## config.mk

```make
export PLATFORM = sky130hd
export DESIGN_NAME = writeback_stage_vec_flat
export DESIGN_NICKNAME = d
export VERILOG_FILES = /design/src/rtl/writeback_stage_vec_if.sv /design/src/rtl/writeback_stage_vec.sv /design/src/flat_wrapper.sv
export SDC_FILE = /design/constraint.sdc
export NUM_CORES = 1
export LEC_CHECK = 0
export CAP_MARGIN = 20
export CORE_MARGIN = 4
export CORE_UTILIZATION = 25
export DETAILED_ROUTE_END_ITERATION = 7
export HOLD_SLACK_MARGIN = 0.15
export PLACE_DENSITY = 0.53
export RECOVER_POWER = 50
export SLEW_MARGIN = 20
export SYNTH_ARGS = -nofsm -noshare
export SYNTH_HDL_FRONTEND = slang
export SYNTH_SLANG_ARGS = --single-unit
```

## constraint.sdc

```tcl
create_clock -name clk -period 10.5 [get_ports clk]
set_input_delay 1.575 -clock clk [delete_from_list [all_inputs] [get_ports clk]]
set_output_delay 1.575 -clock clk [all_outputs]
set_load 0.005 [all_outputs]
```

## src/rtl/writeback_stage_vec_if.sv

```systemverilog
// Writeback stage bus: MEM-side instruction handshake plus register-file write handshake.
// The slave modport is the writeback stage; the master modport drives it.
interface writeback_stage_vec_if #(
    parameter int LANES  = 4,
    parameter int LANE_W = 32,
    parameter int PC_W   = 32,
    parameter int RD_W   = 5
);
    logic                      in_valid;
    logic                      in_ready;
    logic [1:0]                ResultSrcW;
    logic [PC_W-1:0]           PCPlus4W;
    logic [LANES*LANE_W-1:0]   ALU_ResultW;
    logic [LANES*LANE_W-1:0]   ReadDataW;
    logic [RD_W-1:0]           RdW;
    logic                      RegWriteW;
    logic [LANES-1:0]          LaneMaskW;
    logic                      wb_valid;
    logic                      wb_ready;
    logic [LANES*LANE_W-1:0]   ResultW;
    logic [RD_W-1:0]           wb_rd;
    logic [LANES-1:0]          wb_lane_we;

    modport slave (
        input  in_valid, ResultSrcW, PCPlus4W, ALU_ResultW, ReadDataW,
               RdW, RegWriteW, LaneMaskW, wb_ready,
        output in_ready, wb_valid, ResultW, wb_rd, wb_lane_we
    );

    modport master (
        output in_valid, ResultSrcW, PCPlus4W, ALU_ResultW, ReadDataW,
               RdW, RegWriteW, LaneMaskW, wb_ready,
        input  in_ready, wb_valid, ResultW, wb_rd, wb_lane_we
    );
endinterface

```

## src/rtl/writeback_stage_vec.sv

```systemverilog
// Vector writeback stage: per-lane result select, drop of non-writing instructions,
// and a DEPTH-entry FIFO that decouples MEM from register-file write-port stalls.
module writeback_stage_vec #(
    parameter int LANES  = 4,
    parameter int LANE_W = 32,
    parameter int PC_W   = 32,
    parameter int RD_W   = 5,
    parameter int DEPTH  = 2
) (
    input  logic                         clk,
    input  logic                         rst,
    writeback_stage_vec_if.slave         bus,
    output logic [$clog2(DEPTH+1)-1:0]   occupancy,
    output logic [15:0]                  drop_count
);
    localparam int DW    = LANES * LANE_W;
    localparam int PTR_W = (DEPTH > 1) ? $clog2(DEPTH) : 1;
    localparam int OCC_W = $clog2(DEPTH + 1);

    logic [DW-1:0]     sel_data;
    logic [LANES-1:0]  eff_we;
    logic [LANE_W-1:0] lane_sel [LANES];

    logic [PTR_W-1:0]  head_q, head_d, tail_q, tail_d;
    logic [OCC_W-1:0]  occ_q, occ_d;
    logic [15:0]       drop_q, drop_d;

    logic [DW-1:0]     data_mem [DEPTH];
    logic [RD_W-1:0]   rd_mem   [DEPTH];
    logic [LANES-1:0]  we_mem   [DEPTH];

    logic in_ready, wb_valid, accept, no_write, enq, deq;

    function automatic logic [PTR_W-1:0] ptr_inc(input logic [PTR_W-1:0] p);
        return (p == PTR_W'(DEPTH - 1)) ? '0 : p + PTR_W'(1);
    endfunction

    // Lane 0 is the only lane that can carry the return address.
    for (genvar gi = 0; gi < LANES; gi++) begin : g_lane
        logic [LANE_W-1:0] pc_lane;
        if (gi == 0) begin : g_pc
            assign pc_lane = LANE_W'(bus.PCPlus4W);
        end else begin : g_zero
            assign pc_lane = '0;
        end
        assign lane_sel[gi] =
            (bus.ResultSrcW == 2'b00) ? bus.ALU_ResultW[gi*LANE_W +: LANE_W] :
            (bus.ResultSrcW == 2'b01) ? bus.ReadDataW[gi*LANE_W +: LANE_W]   :
            (bus.ResultSrcW == 2'b10) ? pc_lane                              :
                                        bus.ALU_ResultW[LANE_W-1:0];
        assign sel_data[gi*LANE_W +: LANE_W] = lane_sel[gi];
    end

    assign eff_we = (bus.ResultSrcW == 2'b10) ? (bus.LaneMaskW & LANES'(1)) : bus.LaneMaskW;

    assign in_ready = (occ_q < OCC_W'(DEPTH));
    assign wb_valid = (occ_q != '0);

    always_comb begin
        accept   = bus.in_valid && in_ready;
        no_write = !bus.RegWriteW || (bus.RdW == '0) || (eff_we == '0);
        enq      = accept && !no_write;
        deq      = wb_valid && bus.wb_ready;
        head_d   = head_q;
        tail_d   = tail_q;
        occ_d    = occ_q;
        drop_d   = drop_q;
        if (deq) head_d = ptr_inc(head_q);
        if (enq) tail_d = ptr_inc(tail_q);
        case ({enq, deq})
            2'b10:   occ_d = occ_q + OCC_W'(1);
            2'b01:   occ_d = occ_q - OCC_W'(1);
            default: occ_d = occ_q;
        endcase
        if (accept && no_write && (drop_q != 16'hFFFF)) drop_d = drop_q + 16'd1;
    end

    always_ff @(posedge clk or negedge rst) begin
        if (!rst) begin
            head_q <= '0;
            tail_q <= '0;
            occ_q  <= '0;
            drop_q <= '0;
        end else begin
            head_q <= head_d;
            tail_q <= tail_d;
            occ_q  <= occ_d;
            drop_q <= drop_d;
        end
    end

    // Entry storage is never reset; outputs are masked by wb_valid instead.
    always_ff @(posedge clk) begin
        if (enq) begin
            data_mem[tail_q] <= sel_data;
            rd_mem[tail_q]   <= bus.RdW;
            we_mem[tail_q]   <= eff_we;
        end
    end

    assign bus.in_ready   = in_ready;
    assign bus.wb_valid   = wb_valid;
    assign bus.ResultW    = wb_valid ? data_mem[head_q] : '0;
    assign bus.wb_rd      = wb_valid ? rd_mem[head_q]   : '0;
    assign bus.wb_lane_we = wb_valid ? we_mem[head_q]   : '0;
    assign occupancy      = occ_q;
    assign drop_count     = drop_q;
endmodule

```

## src/flat_wrapper.sv

```systemverilog
// flat-port wrapper written by rule: the top's interface ports become plain ports
module writeback_stage_vec_flat 
#(
    parameter int LANES  = 4,
    parameter int LANE_W = 32,
    parameter int PC_W   = 32,
    parameter int RD_W   = 5,
    parameter int DEPTH  = 2
)
  (clk, rst, occupancy, drop_count, bus_in_valid, bus_ResultSrcW, bus_PCPlus4W, bus_ALU_ResultW, bus_ReadDataW, bus_RdW, bus_RegWriteW, bus_LaneMaskW, bus_wb_ready, bus_in_ready, bus_wb_valid, bus_ResultW, bus_wb_rd, bus_wb_lane_we);
  writeback_stage_vec_if #(.LANES(LANES), .LANE_W(LANE_W), .PC_W(PC_W), .RD_W(RD_W)) bus_i ();
  input  logic clk;
  input  logic rst;
  output logic [$clog2(DEPTH+1)-1:0] occupancy;
  output logic [15:0] drop_count;
  input wire logic [$bits(bus_i.in_valid)-1:0] bus_in_valid;
  input wire logic [$bits(bus_i.ResultSrcW)-1:0] bus_ResultSrcW;
  input wire logic [$bits(bus_i.PCPlus4W)-1:0] bus_PCPlus4W;
  input wire logic [$bits(bus_i.ALU_ResultW)-1:0] bus_ALU_ResultW;
  input wire logic [$bits(bus_i.ReadDataW)-1:0] bus_ReadDataW;
  input wire logic [$bits(bus_i.RdW)-1:0] bus_RdW;
  input wire logic [$bits(bus_i.RegWriteW)-1:0] bus_RegWriteW;
  input wire logic [$bits(bus_i.LaneMaskW)-1:0] bus_LaneMaskW;
  input wire logic [$bits(bus_i.wb_ready)-1:0] bus_wb_ready;
  output wire logic [$bits(bus_i.in_ready)-1:0] bus_in_ready;
  output wire logic [$bits(bus_i.wb_valid)-1:0] bus_wb_valid;
  output wire logic [$bits(bus_i.ResultW)-1:0] bus_ResultW;
  output wire logic [$bits(bus_i.wb_rd)-1:0] bus_wb_rd;
  output wire logic [$bits(bus_i.wb_lane_we)-1:0] bus_wb_lane_we;
  assign bus_i.in_valid = bus_in_valid;
  assign bus_i.ResultSrcW = bus_ResultSrcW;
  assign bus_i.PCPlus4W = bus_PCPlus4W;
  assign bus_i.ALU_ResultW = bus_ALU_ResultW;
  assign bus_i.ReadDataW = bus_ReadDataW;
  assign bus_i.RdW = bus_RdW;
  assign bus_i.RegWriteW = bus_RegWriteW;
  assign bus_i.LaneMaskW = bus_LaneMaskW;
  assign bus_i.wb_ready = bus_wb_ready;
  assign bus_in_ready = bus_i.in_ready;
  assign bus_wb_valid = bus_i.wb_valid;
  assign bus_ResultW = bus_i.ResultW;
  assign bus_wb_rd = bus_i.wb_rd;
  assign bus_wb_lane_we = bus_i.wb_lane_we;
  writeback_stage_vec #(.LANES(LANES), .LANE_W(LANE_W), .PC_W(PC_W), .RD_W(RD_W), .DEPTH(DEPTH)) u_core (.clk(clk), .rst(rst), .bus(bus_i), .occupancy(occupancy), .drop_count(drop_count));
endmodule
```

==> results.cfg <==
[global_route]
grt_pass1_wl_um = 66700
grt_pass1_vias = 10670
grtUsageTotal = 0.1457
antenna_found_initial = 7
grt_max_degree = 72
grt_overflow = 0

[yosys]
synth.yosys.seq_area_share = 0.6222
synth-compound-area-share = 0.06466
yosys.area_share.adder = 0.001784
yosys.area_share.xor_xnor = 0.01186
yosys_warnings = 0
synthTopCellsByArea = edfxtp_1 (59%), mux2i_1 (19%), nor2_1 (3.9%)
synth_edf_count = 274
synth_top_family_by_area = multiplexers
synth_top_flop_cell = edfxtp_1
synth_top_area_frac = 0.5865
yosys.area_share.simple = 0.08375
syn-num-nets = 1382
yosysUniqueCellTypes = 34
syn_inst = 1076
synth_mux_area_frac = 0.1906
synth-seq-cells = 294
syn-cell-area_mm2 = 0.01403
async_reset_ff_frac = 0.06803
synth_commonest_cells = edfxtp_1 (274), mux2i_1 (266), nor2_1 (144)
synth_top_cell_by_area = edfxtp_1
synth.most_common_cell = edfxtp_1
syn_avg_cell_area_um2 = 13.04

[die]
core-area_mm2 = 0.05531
rows = 86
die_x_um = 244.9
start_util = 0.2536
die_h_um = 244.9
die_area_mm2 = 0.05997
io-pin-count = 461

[min_path]
hp-class = reg -> reg
min_from = u_core.drop_count[15]

[clocking]
cts_resized = 0
clock_insertion_delay_worst_skew_ns = 0.53
clkSlewWorstSetupHoldPaths_ns = 0.06
cts_setup_buffers = 0
clockBufferDepth = 3
clock_sinks = 294
hold_buffers = 0
cts-root-buf = clkbuf_16
cts-htree-levels = 2
numCtsBuffers = 36
cts_tree = yes

[sta]
whs_ns = 0.4850
finClkSkew_ns = 0.01862
hold_violations = 0
min_period_over_period = 0.6783
final_max_slew_viol_count = 236
finalSetupViolations = 0
final.min_clock_period_ns = 7.123
setup_tns_ns = 0
rsz0062_at_grt = no
tightestPinTransition_ns = 3.535
fmax_ghz = 0.1404
maxSlewHeadroom = -1.356

[routing]
vias = 10260
drt_iter0_markers = 424
routed_wl_um = 45650
viasPerCell = 4.480
dr.pass1.iters = 4
drtAntennaViolNets = 0
wl_per_cell_um = 19.92
drc = 0

[critical_path]
rr_endpoint = u_core.occupancy[1]
critPathArrivalTime_ns = 7.45
crit_chain = clkbuf_1, clkbuf_1, mux2i_1, o21ai_0
path_delay_family = buffers and inverters
r2r_cells = 7
crit_end = u_core.data_mem[0][55]
crit_path_max_incr_delay_ns = 2.57
path_common_cell = clkbuf_1
slowest_stage = clkbuf_1
critPathRequiredTime_ns = 10.83
worst-path-stages = 4
endpoint_kind = flop
timing.rr.start = u_core.occupancy[0]
crit_buf_inv = 2
crit_start = bus_ResultSrcW[0]
critPathLaunchType = primary input
crit_fanout = 58
reg2reg_slack_ns = 6.25
crit_type = in -> reg

[pwr]
seq_power_share = 0.348
ir_worst_vdd_mv = 0.1150
switchingPower_mw = 1.284
leakage_nw = 7.623
internal_power_mw = 3.025
sw_frac_of_total = 0.2979
power_density_mw_per_mm2 = 210.2
clkPwrFrac = 0.287
p_comb_frac = 0.366

[placed_design]
place_congestion = 0.8064
io_buffer_count = 460
hpwl_um = 32500

[layout]
drive_gt1_frac = 0.04938
fin_nets = 1819
syn_to_final_growth_pct = 46.11
post-route-util = 0.3706
fillers = 5500

[run_status]
outcome = finished, violations left
violations = max-capacitance violations, max-slew violations

[flow_run]
maxCapViolations = 5
[metrics by stage]
stage	power, mW	area, µm²	cells	worst slack [ns]
6_report	4.309	20500	2291	3.377
5_1_grt	4.546	20490	2287	2.772
3_5_place_dp	3.136	19370	2223	5.982
2_1_floorplan	2.194	14030	1076	2.007
4_1_cts	4.406	20550	2287	5.392
3_3_place_gp	3.135	19370	2223	5.995
[layout by cell type, fill, tap and decap left out, types with 3 or more instances in the layout]
cell / netlist / routed
clkdlybuf4s50_1: 0 / 432
edfxtp_1: 274 / 274
mux2i_1: 266 / 266
nor2_1: 144 / 143
o21ai_0: 96 / 97
nand2_1: 37 / 37
clkbuf_16: 0 / 37
a21oi_1: 32 / 33
nor2b_1: 32 / 32
a211oi_1: 32 / 32
dlygate4sd3_1: 0 / 26
dfrtp_1: 20 / 19
xor2_1: 14 / 14
buf_4: 0 / 13
clkbuf_1: 38 / 11
nor4_1: 4 / 7
nand3_1: 6 / 6
xnor2_1: 5 / 5
clkinv_1: 0 / 5
clkinv_2: 0 / 5
diode_2: 0 / 4
inv_1: 4 / 4
and3_1: 4 / 4
bufinv_16: 0 / 4
and2_0: 0 / 3
nand4_1: 3 / 3
nor3_1: 3 / 3
[sequential cells by signal (all words and copies together) (netlist names)]
signal,count
u_core.drop_count,16
u_core.occupancy,2
u_core.we_mem,8
u_core.rd_mem,10
u_core.data_mem,256
u_core.tail_q,1
u_core.head_q,1
[cell type report]
cell class | instances | area, µm² | share of cell area
multi-input combinational | 702 | 4930 | 0.2405
sequential | 294 | 8732 | 0.4260
clock inverter | 18 | 197.7 | 0.009645
clock buffer | 46 | 979.7 | 0.04780
tap | 748 | 935.9 | 0.04566
inverter | 4 | 15.01 | 0.0007325
timing repair buffer | 475 | 4697 | 0.2292
antenna | 4 | 10.01 | 0.0004883
[power groups by stage]
stage	Combinational (mW)	Clock [mW]	Sequential, mW
after floorplan	0.706	0	1.49
after global placement	1.61	0	1.52
after detailed placement	1.61	0	1.53
after CTS	1.62	1.29	1.50
after global routing	1.70	1.33	1.51
final	1.58	1.24	1.50
[how the worst min path moves through the flow]
stage                            end  slack (ns)  cells past startpoint
6_report       u_core.drop_count[15]        0.48                      1
5_1_grt        u_core.drop_count[15]        0.50                      1
4_1_cts        u_core.drop_count[15]        0.50                      1
3_5_place_dp   u_core.drop_count[11]        0.49                      1
3_3_place_gp   u_core.drop_count[15]        0.48                      1
2_1_floorplan          u_core.tail_q        0.46                      1
[metal layers]
metal  vias up  global-route usage  share of wire  wire length (µm)
met3        62             0.04665          0.072              3276
li1       4886                   -              -                 -
met5         -                   0        0.00074                34
met4         4             0.03725          0.019               872
met2       305              0.2491           0.49             22400
met1      5007              0.1787           0.42             19070
[kinds of logic (layout without fill, tap and decap cells)]
group                      Yosys count  count (layout)
xor gates and xnor gates            19              19
buffers and inverters               80             543
adders and majority gates            2               2
DFF                                294             294
AOI/OAI and AO/OA                  163             163
other                                0               4
muxes                              267             267
and+or+nand+nor                    251             251
No activity file was read; power rests on OpenSTA's default activity.
==> RTL change 1: new RTL, same settings <==
`RD_W` is set to 5 in 3 places; all go to 6.
--- a/src/rtl/writeback_stage_vec_if.sv
+++ b/src/rtl/writeback_stage_vec_if.sv
@@ -4,7 +4,7 @@
     parameter int LANES  = 4,
     parameter int LANE_W = 32,
     parameter int PC_W   = 32,
-    parameter int RD_W   = 5
+    parameter int RD_W   = 6
 );
     logic                      in_valid;
     logic                      in_ready;
--- a/src/rtl/writeback_stage_vec.sv
+++ b/src/rtl/writeback_stage_vec.sv
@@ -4,7 +4,7 @@
     parameter int LANES  = 4,
     parameter int LANE_W = 32,
     parameter int PC_W   = 32,
-    parameter int RD_W   = 5,
+    parameter int RD_W   = 6,
     parameter int DEPTH  = 2
 ) (
     input  logic                         clk,
--- a/src/flat_wrapper.sv
+++ b/src/flat_wrapper.sv
@@ -4,7 +4,7 @@
     parameter int LANES  = 4,
     parameter int LANE_W = 32,
     parameter int PC_W   = 32,
-    parameter int RD_W   = 5,
+    parameter int RD_W   = 6,
     parameter int DEPTH  = 2
 )
   (clk, rst, occupancy, drop_count, bus_in_valid, bus_ResultSrcW, bus_PCPlus4W, bus_ALU_ResultW, bus_ReadDataW, bus_RdW, bus_RegWriteW, bus_LaneMaskW, bus_wb_ready, bus_in_ready, bus_wb_valid, bus_ResultW, bus_wb_rd, bus_wb_lane_we);
Interface: changed (resized bus_RdW and bus_wb_rd); port bits go from 461 to 463. No check against the original RTL was run, so the function may have changed too.
==> RTL change 1 against the original RTL <==
- the flow still finishes with violations (capacitance limit, slew limit)
- sequential cell count up 2
- sequential share of layout area up 0.39 points
- area after synthesis up 0.16%
- worst setup slack better by 740 ps
- clock power down 8%
- worst hold slack better by 16 ps
- final area down 0.23%
- count of clock-buffer cells in the layout unchanged
- wire length down 4.6%
- cell count down 0.13%
- non-clock buffer count down 1
- fmax up 12%
- power down 2.7%
- critical path type unchanged
==> RTL change 1: results (changes against the original RTL) <==
| Metric | Value |
|---|---|
| Status | `finished with violations (unchanged)` |
| Failing checks | `capacitance limit, slew limit (unchanged)` |
| Number of clock-tree buffers in the layout | `46 (unchanged)` |
| # resized after CTS | `0 (unchanged)` |
| Highest Signal Layer | `met4 (was met5)` |
| Top delay family on crit path | `simple AND/OR/NAND/NOR gates (was buffers and inverters)` |
| Seq/Total Area, Yosys | `62.5% (was 62.2%)` |
| Met2 Use GR | `24.3% (was 24.9%)` |
| GP Congestion | `0.780 (was 0.806)` |
| Crit-path slowest cell | `and2_0 (was clkbuf_1)` |
| Synth top cells by count | `edfxtp_1, mux2i_1, nor2_1 (unchanged)` |
| Max stage delay on crit path | `2170 ps (was 2570 ps)` |
| Pin count of the biggest net entering global routing | `96 (was 72)` |
| Worst relative slew slack | `-83.9% (was -136%)` |
| Area contributors post-synth | `edfxtp_1, mux2i_1, nor2_1 (unchanged)` |
| Num Clock Sinks | `296 (was 294)` |
| Register with the highest flop count | `u_core.data_mem (unchanged)` |
| Clock Skew | `8.26 ps (was 18.6 ps)` |
| First-pass GRT wire length | `64,500 µm (was 66,700 µm)` |
| Leak Pwr | `7.63 nW (was 7.62 nW)` |
| WL met2 | `21,600 µm (was 22,400 µm)` |
| Max cap viols | `5 (unchanged)` |
| Routed wire length | `43,500 µm (was 45,600 µm)` |
| Non-clk bufs | `474 (was 475)` |
| Share of post-route cells with drive strength above 1 | `4.68% (was 4.94%)` |
| All-Layer GR Usage | `13.9% (was 14.6%)` |
| EDFF count, synth | `276 (was 274)` |
| Netlist cell types | `36 (was 34)` |
| Multi-input combinational area share | `23.9% (was 24.1%)` |
| Syn nets | `1,385 (was 1,382)` |
| Sw Share | `29.8% (about the same)` |
| Peak supply drop | `110 µV (was 115 µV)` |
| Vias/cell | `4.40 (was 4.48)` |
| Fill cell total of the finished layout | `5,433 (was 5,500)` |
| Met1 WL | `18,300 µm (was 19,100 µm)` |
| Met3 wire len | `2850 µm (was 3280 µm)` |
| DR WL/cell | `19.0 µm (was 19.9 µm)` |
| H-tree levels | `2 (unchanged)` |
| Async set-or-reset flop fraction in the synthesized netlist | `6.76% (was 6.80%)` |
| Skew-Pair Late Insertion Delay | `510 ps (was 530 ps)` |
| M3 GR Usage | `3.91% (was 4.66%)` |
| HPWL Detailed | `31,700 µm (was 32,500 µm)` |
| Gate Count Post-Synth | `1,078 (was 1,076)` |
| Buffering overhead | `23.0% (was 22.9%)` |
| Crit-path max FO | `68 (was 58)` |
| Final Max Slew Viols | `156 (was 236)` |
| Antenna violations before repair | `2 (was 7)` |
| Inserted Diodes | `2 (was 4)` |
| Clock network contribution to total cell area | `5.38% (was 5.74%)` |
| IO buf count | `462 (was 460)` |
| Grt met1 use | `17.2% (was 17.9%)` |
| Critical path data arrival time | `6670 ps (was 7450 ps)` |
| Vias in the first global route | `10,600 (was 10,700)` |
| Seq/total area | `43.0% (was 42.6%)` |
-- RTL change 1: cell types whose count changed after synthesis, sizes merged, moves of 2 or more --
cell    change
and4        +2
buf         -7
clkbuf      +7
edfxtp      +2
nand2       +3
nand3       +3
nand4       +3
nor3        -2
nor4       -10
o21ai       -2
xnor2      +12
xor2       -12
-- RTL change 1: power by group through the flow --
stage | registers, W | clock network [W] | logic (W)
floorplan | 0.00149 | 0 | 0.000705
global placement | 0.00153 | 0 | 0.00160
detailed placement | 0.00153 | 0 | 0.00160
CTS | 0.00151 | 0.00119 | 0.00161
global route | 0.00151 | 0.00125 | 0.00168
finish | 0.00150 | 0.00114 | 0.00155
-- RTL change 1: cells by family after synthesis --
group	synth area share, %
muxes	19.1
adders and majority gates	0.178
buffers and inverters	2.48
DFF	62.5
and+or+nand+nor	7.95
xor gates and xnor gates	1.18
AOI/OAI and AO/OA	6.55
-- RTL change 1: final timing paths --
| path | startpoint | end | slack [ps] | cells after the start |
|---|---|---|---|---|
| worst min register to register | u_core.tail_q | u_core.tail_q | 500 | 1 |
| max in group asynchronous | rst | u_core.head_q | 8380 | 1 |
| worst min-delay path | u_core.tail_q | u_core.tail_q | 500 | 1 |
| min in group asynchronous | rst | u_core.drop_count[8] | 1280 | 1 |
| worst max-delay path | bus_ResultSrcW[1] | u_core.data_mem[0][38] | 4120 | 4 |
| worst max register to register | u_core.occupancy[1] | u_core.data_mem[1][19] | 7050 | 5 |
-- RTL change 1: through the flow --
stage	total power, W	hold WS (ps)	setup WS [ps]
floorplan	0.00220	468	1690
finish	0.00420	501	4120
detailed placement	0.00313	502	5830
global placement	0.00312	486	5860
global route	0.00444	510	3640
CTS	0.00431	506	5360
==> RTL change 2: new RTL, same flow settings <==
Made on the original files. Put one more register stage on the output `drop_count`, cleared by the reset. The value now appears one clock later. The other outputs are not delayed to match.
--- a/src/rtl/writeback_stage_vec.sv
+++ b/src/rtl/writeback_stage_vec.sv
@@ -104,6 +104,12 @@
     assign bus.wb_rd      = wb_valid ? rd_mem[head_q]   : '0;
     assign bus.wb_lane_we = wb_valid ? we_mem[head_q]   : '0;
     assign occupancy      = occ_q;
-    assign drop_count     = drop_q;
+    always_ff @(posedge clk or negedge rst) begin
+        if (!rst) begin
+            drop_count <= '0;
+        end else begin
+            drop_count <= drop_q;
+        end
+    end
 endmodule
 
Check against the original RTL: not equivalent (Yosys sat finds a counterexample within 4 cycles, from zero or initial values and one cycle with rst low).
==> RTL change 2 against the original RTL <==
- the run still ends with capacitance limit, slew limit left
- area after synthesis increased by 2.3%
- sequential power rose by 5%
- highest routed layer is now met4
- via count is 1.1% lower
- clock power decreased by 6%
- clock skew shrank 2.8 ps
- final area increased by 1.4%
- critical path depth increased by 1
- non-clock buffer count is 2 lower
- sequential cell count up 16
- wire length down 3.4%
- largest power group is now sequential cells
- core utilization down 0.34 points
- worst setup slack improved by 220 ps
- register-to-register slack got worse by 60 ps
- power hardly changed
==> RTL change 2: results (changes against the original RTL) <==
| Metric | Value |
|---|---|
| Fill cell total of the finished layout | `5,600 (was 5,500)` |
| All-Layer GR Usage | `13.7% (was 14.6%)` |
| Share of post-route cells with drive strength above 1 | `4.71% (was 4.94%)` |
| Pin count of the biggest net entering global routing | `137 (was 72)` |
| Vias/cell | `4.40 (was 4.48)` |
| CTS buffer count | `37 (was 36)` |
| Most used DFF post-synth | `edfxtp_1 (unchanged)` |
| First-pass GRT wire length | `64,000 µm (was 66,700 µm)` |
| Final Max Slew Viols | `153 (was 236)` |
| Worst Hold Path EP | `u_core.drop_count[7] (was u_core.drop_count[15])` |
| Pre-CTS setup slack | `5980 ps (about the same)` |
| Skew-Pair Late Insertion Delay | `530 ps (about the same)` |
| Clk buf depth | `3 (unchanged)` |
| Path type of the worst min-delay path | `reg -> reg (unchanged)` |
| Peak supply drop | `102 µV (was 115 µV)` |
| Clock transition at the registers of the reported paths | `60 ps (about the same)` |
| DP Cell Count | `2,243 (was 2,223)` |
| Failing checks | `capacitance limit, slew limit (unchanged)` |
| Reg2reg start | `u_core.occupancy[1] (was u_core.occupancy[0])` |
| Crit-path max FO | `59 (was 58)` |
| Synth top cells by count | `edfxtp_1, mux2i_1, nor2_1 (unchanged)` |
| Seq/Total Area, Yosys | `63.6% (was 62.2%)` |
| Leak Pwr | `7.80 nW (was 7.62 nW)` |
| Cells on Worst Hold Path | `0 (was 1)` |
| Antenna violations before repair | `3 (was 7)` |
| DR WL/cell | `19.1 µm (was 19.9 µm)` |
| First-pass DRT Iterations | `4 (unchanged)` |
| Worst R2R Setup Slack | `6190 ps (was 6250 ps)` |
| Gate Count Post-Synth | `1,089 (was 1,076)` |
| RR Endpoint | `u_core.occupancy[1] (unchanged)` |
| Hold Crit Start | `u_core.drop_q[7] (was u_core.drop_count[15])` |
| Max cap viols | `3 (was 5)` |
| Vias post-DR | `10,200 (was 10,300)` |
| Critical path data arrival time | `7230 ps (was 7450 ps)` |
| YS warnings | `0 (unchanged)` |
| Async set-or-reset flop fraction in the synthesized netlist | `11.6% (was 6.80%)` |
| GP Congestion | `0.747 (was 0.806)` |
| Hold-fix buffers, CTS | `0 (unchanged)` |
| Syn nets | `1,395 (was 1,382)` |
| Status | `finished with violations (unchanged)` |
| HPWL Detailed | `31,100 µm (was 32,500 µm)` |
| Fin nets | `1,832 (was 1,819)` |
| Area contributors post-synth | `edfxtp_1, mux2i_1, dfrtp_1 (was edfxtp_1, mux2i_1, nor2_1)` |
| Worst relative slew slack | `-156% (was -136%)` |
| Vias in the first global route | `10,500 (was 10,700)` |
| Worst Hold Margin | `404 ps (was 485 ps)` |
| Clock Skew | `15.9 ps (was 18.6 ps)` |
| # resized after CTS | `0 (unchanged)` |
| Netlist cell types | `35 (was 34)` |
| DR iter-0 viols | `378 (was 424)` |
## RTL change 2: cell count changes after synthesis, moves of 2 or more
| cell | unedited run | this run |
|---|---|---|
| xnor2_1 | 5 | 9 |
| dfrtp_1 | 20 | 36 |
| xor2_1 | 14 | 11 |
| nor4_2 | 5 | 0 |
| buf_2 | 30 | 28 |
| or2_2 | 0 | 2 |
| inv_1 | 4 | 6 |
| o21ai_2 | 2 | 0 |
| nand4_1 | 3 | 5 |
| nor4_4 | 2 | 0 |
| buf_6 | 2 | 0 |
| and3_1 | 4 | 1 |
## RTL change 2: power breakdown
group | internal [W] | switching (W) | total [W]
sequential | 0.00149 | 0.0000872 | 0.00157
combinational | 0.000844 | 0.000725 | 0.00157
clock | 0.000687 | 0.000485 | 0.00117
total | 0.00302 | 0.00130 | 0.00431
## RTL change 2: worst max-delay path, stage by stage
cell      delay, ps
clkbuf_1       2640
and2_0         1320
clkbuf_1       1010
nand2_1         390
o21ai_0         240
## RTL change 2: metrics by stage
stage	total power, W	cell area [µm²]	util (%)
CTS	0.00442	20800	36.8
floorplan	0.00226	14300	-
finish	0.00431	20800	36.7
detailed placement	0.00321	19700	34.9
global route	0.00456	20800	36.7
global placement	0.00321	19700	34.8
## RTL change 2: cell families after synthesis
| group | count (synthesis) | share of synthesized area (%) |
|---|---|---|
| compound gates | 164 | 6.44 |
| simple gates | 246 | 7.60 |
| mux | 266 | 18.6 |
| flops | 310 | 63.6 |
| fa+ha+maj | 2 | 0.174 |
| xor+xnor | 20 | 1.22 |
| buf+inv | 81 | 2.39 |
## RTL change 2: layout make-up
type / instances / area (µm²) / area share (%)
timing repair buffer: 473 / 4690 / 22.6
clock inverter: 18 / 129 / 0.620
inverter: 6 / 22.5 / 0.108
antenna: 1 / 2.50 / 0.0120
sequential: 310 / 9130 / 43.9
tap: 756 / 946 / 4.55
clock buffer: 44 / 973 / 4.68
multi-input combinational: 698 / 4880 / 23.5
## RTL change 2: worst max path at each step
stage,endpoint,slack [ps],depth (start not counted)
finish,u_core.data_mem[0][34],3600,5
CTS,bus_ResultW[120],5450,4
global route,u_core.data_mem[1][34],2980,5
floorplan,u_core.data_mem[0][0],2030,6
detailed placement,u_core.data_mem[0][84],5980,7
global placement,u_core.data_mem[0][81],6010,7
## RTL change 2: per-layer routing
layer / wire length, µm / up-vias / share of wire, % / track usage, %
met2: 21800 / 319 / 49 / 23.6
met5: 0 / - / 0 / 0
li1: - / 4910 / - / -
met1: 17700 / 4863 / 40 / 16.2
met3: 3650 / 58 / 8.3 / 4.53
met4: 994 / 0 / 2.3 / 4.02
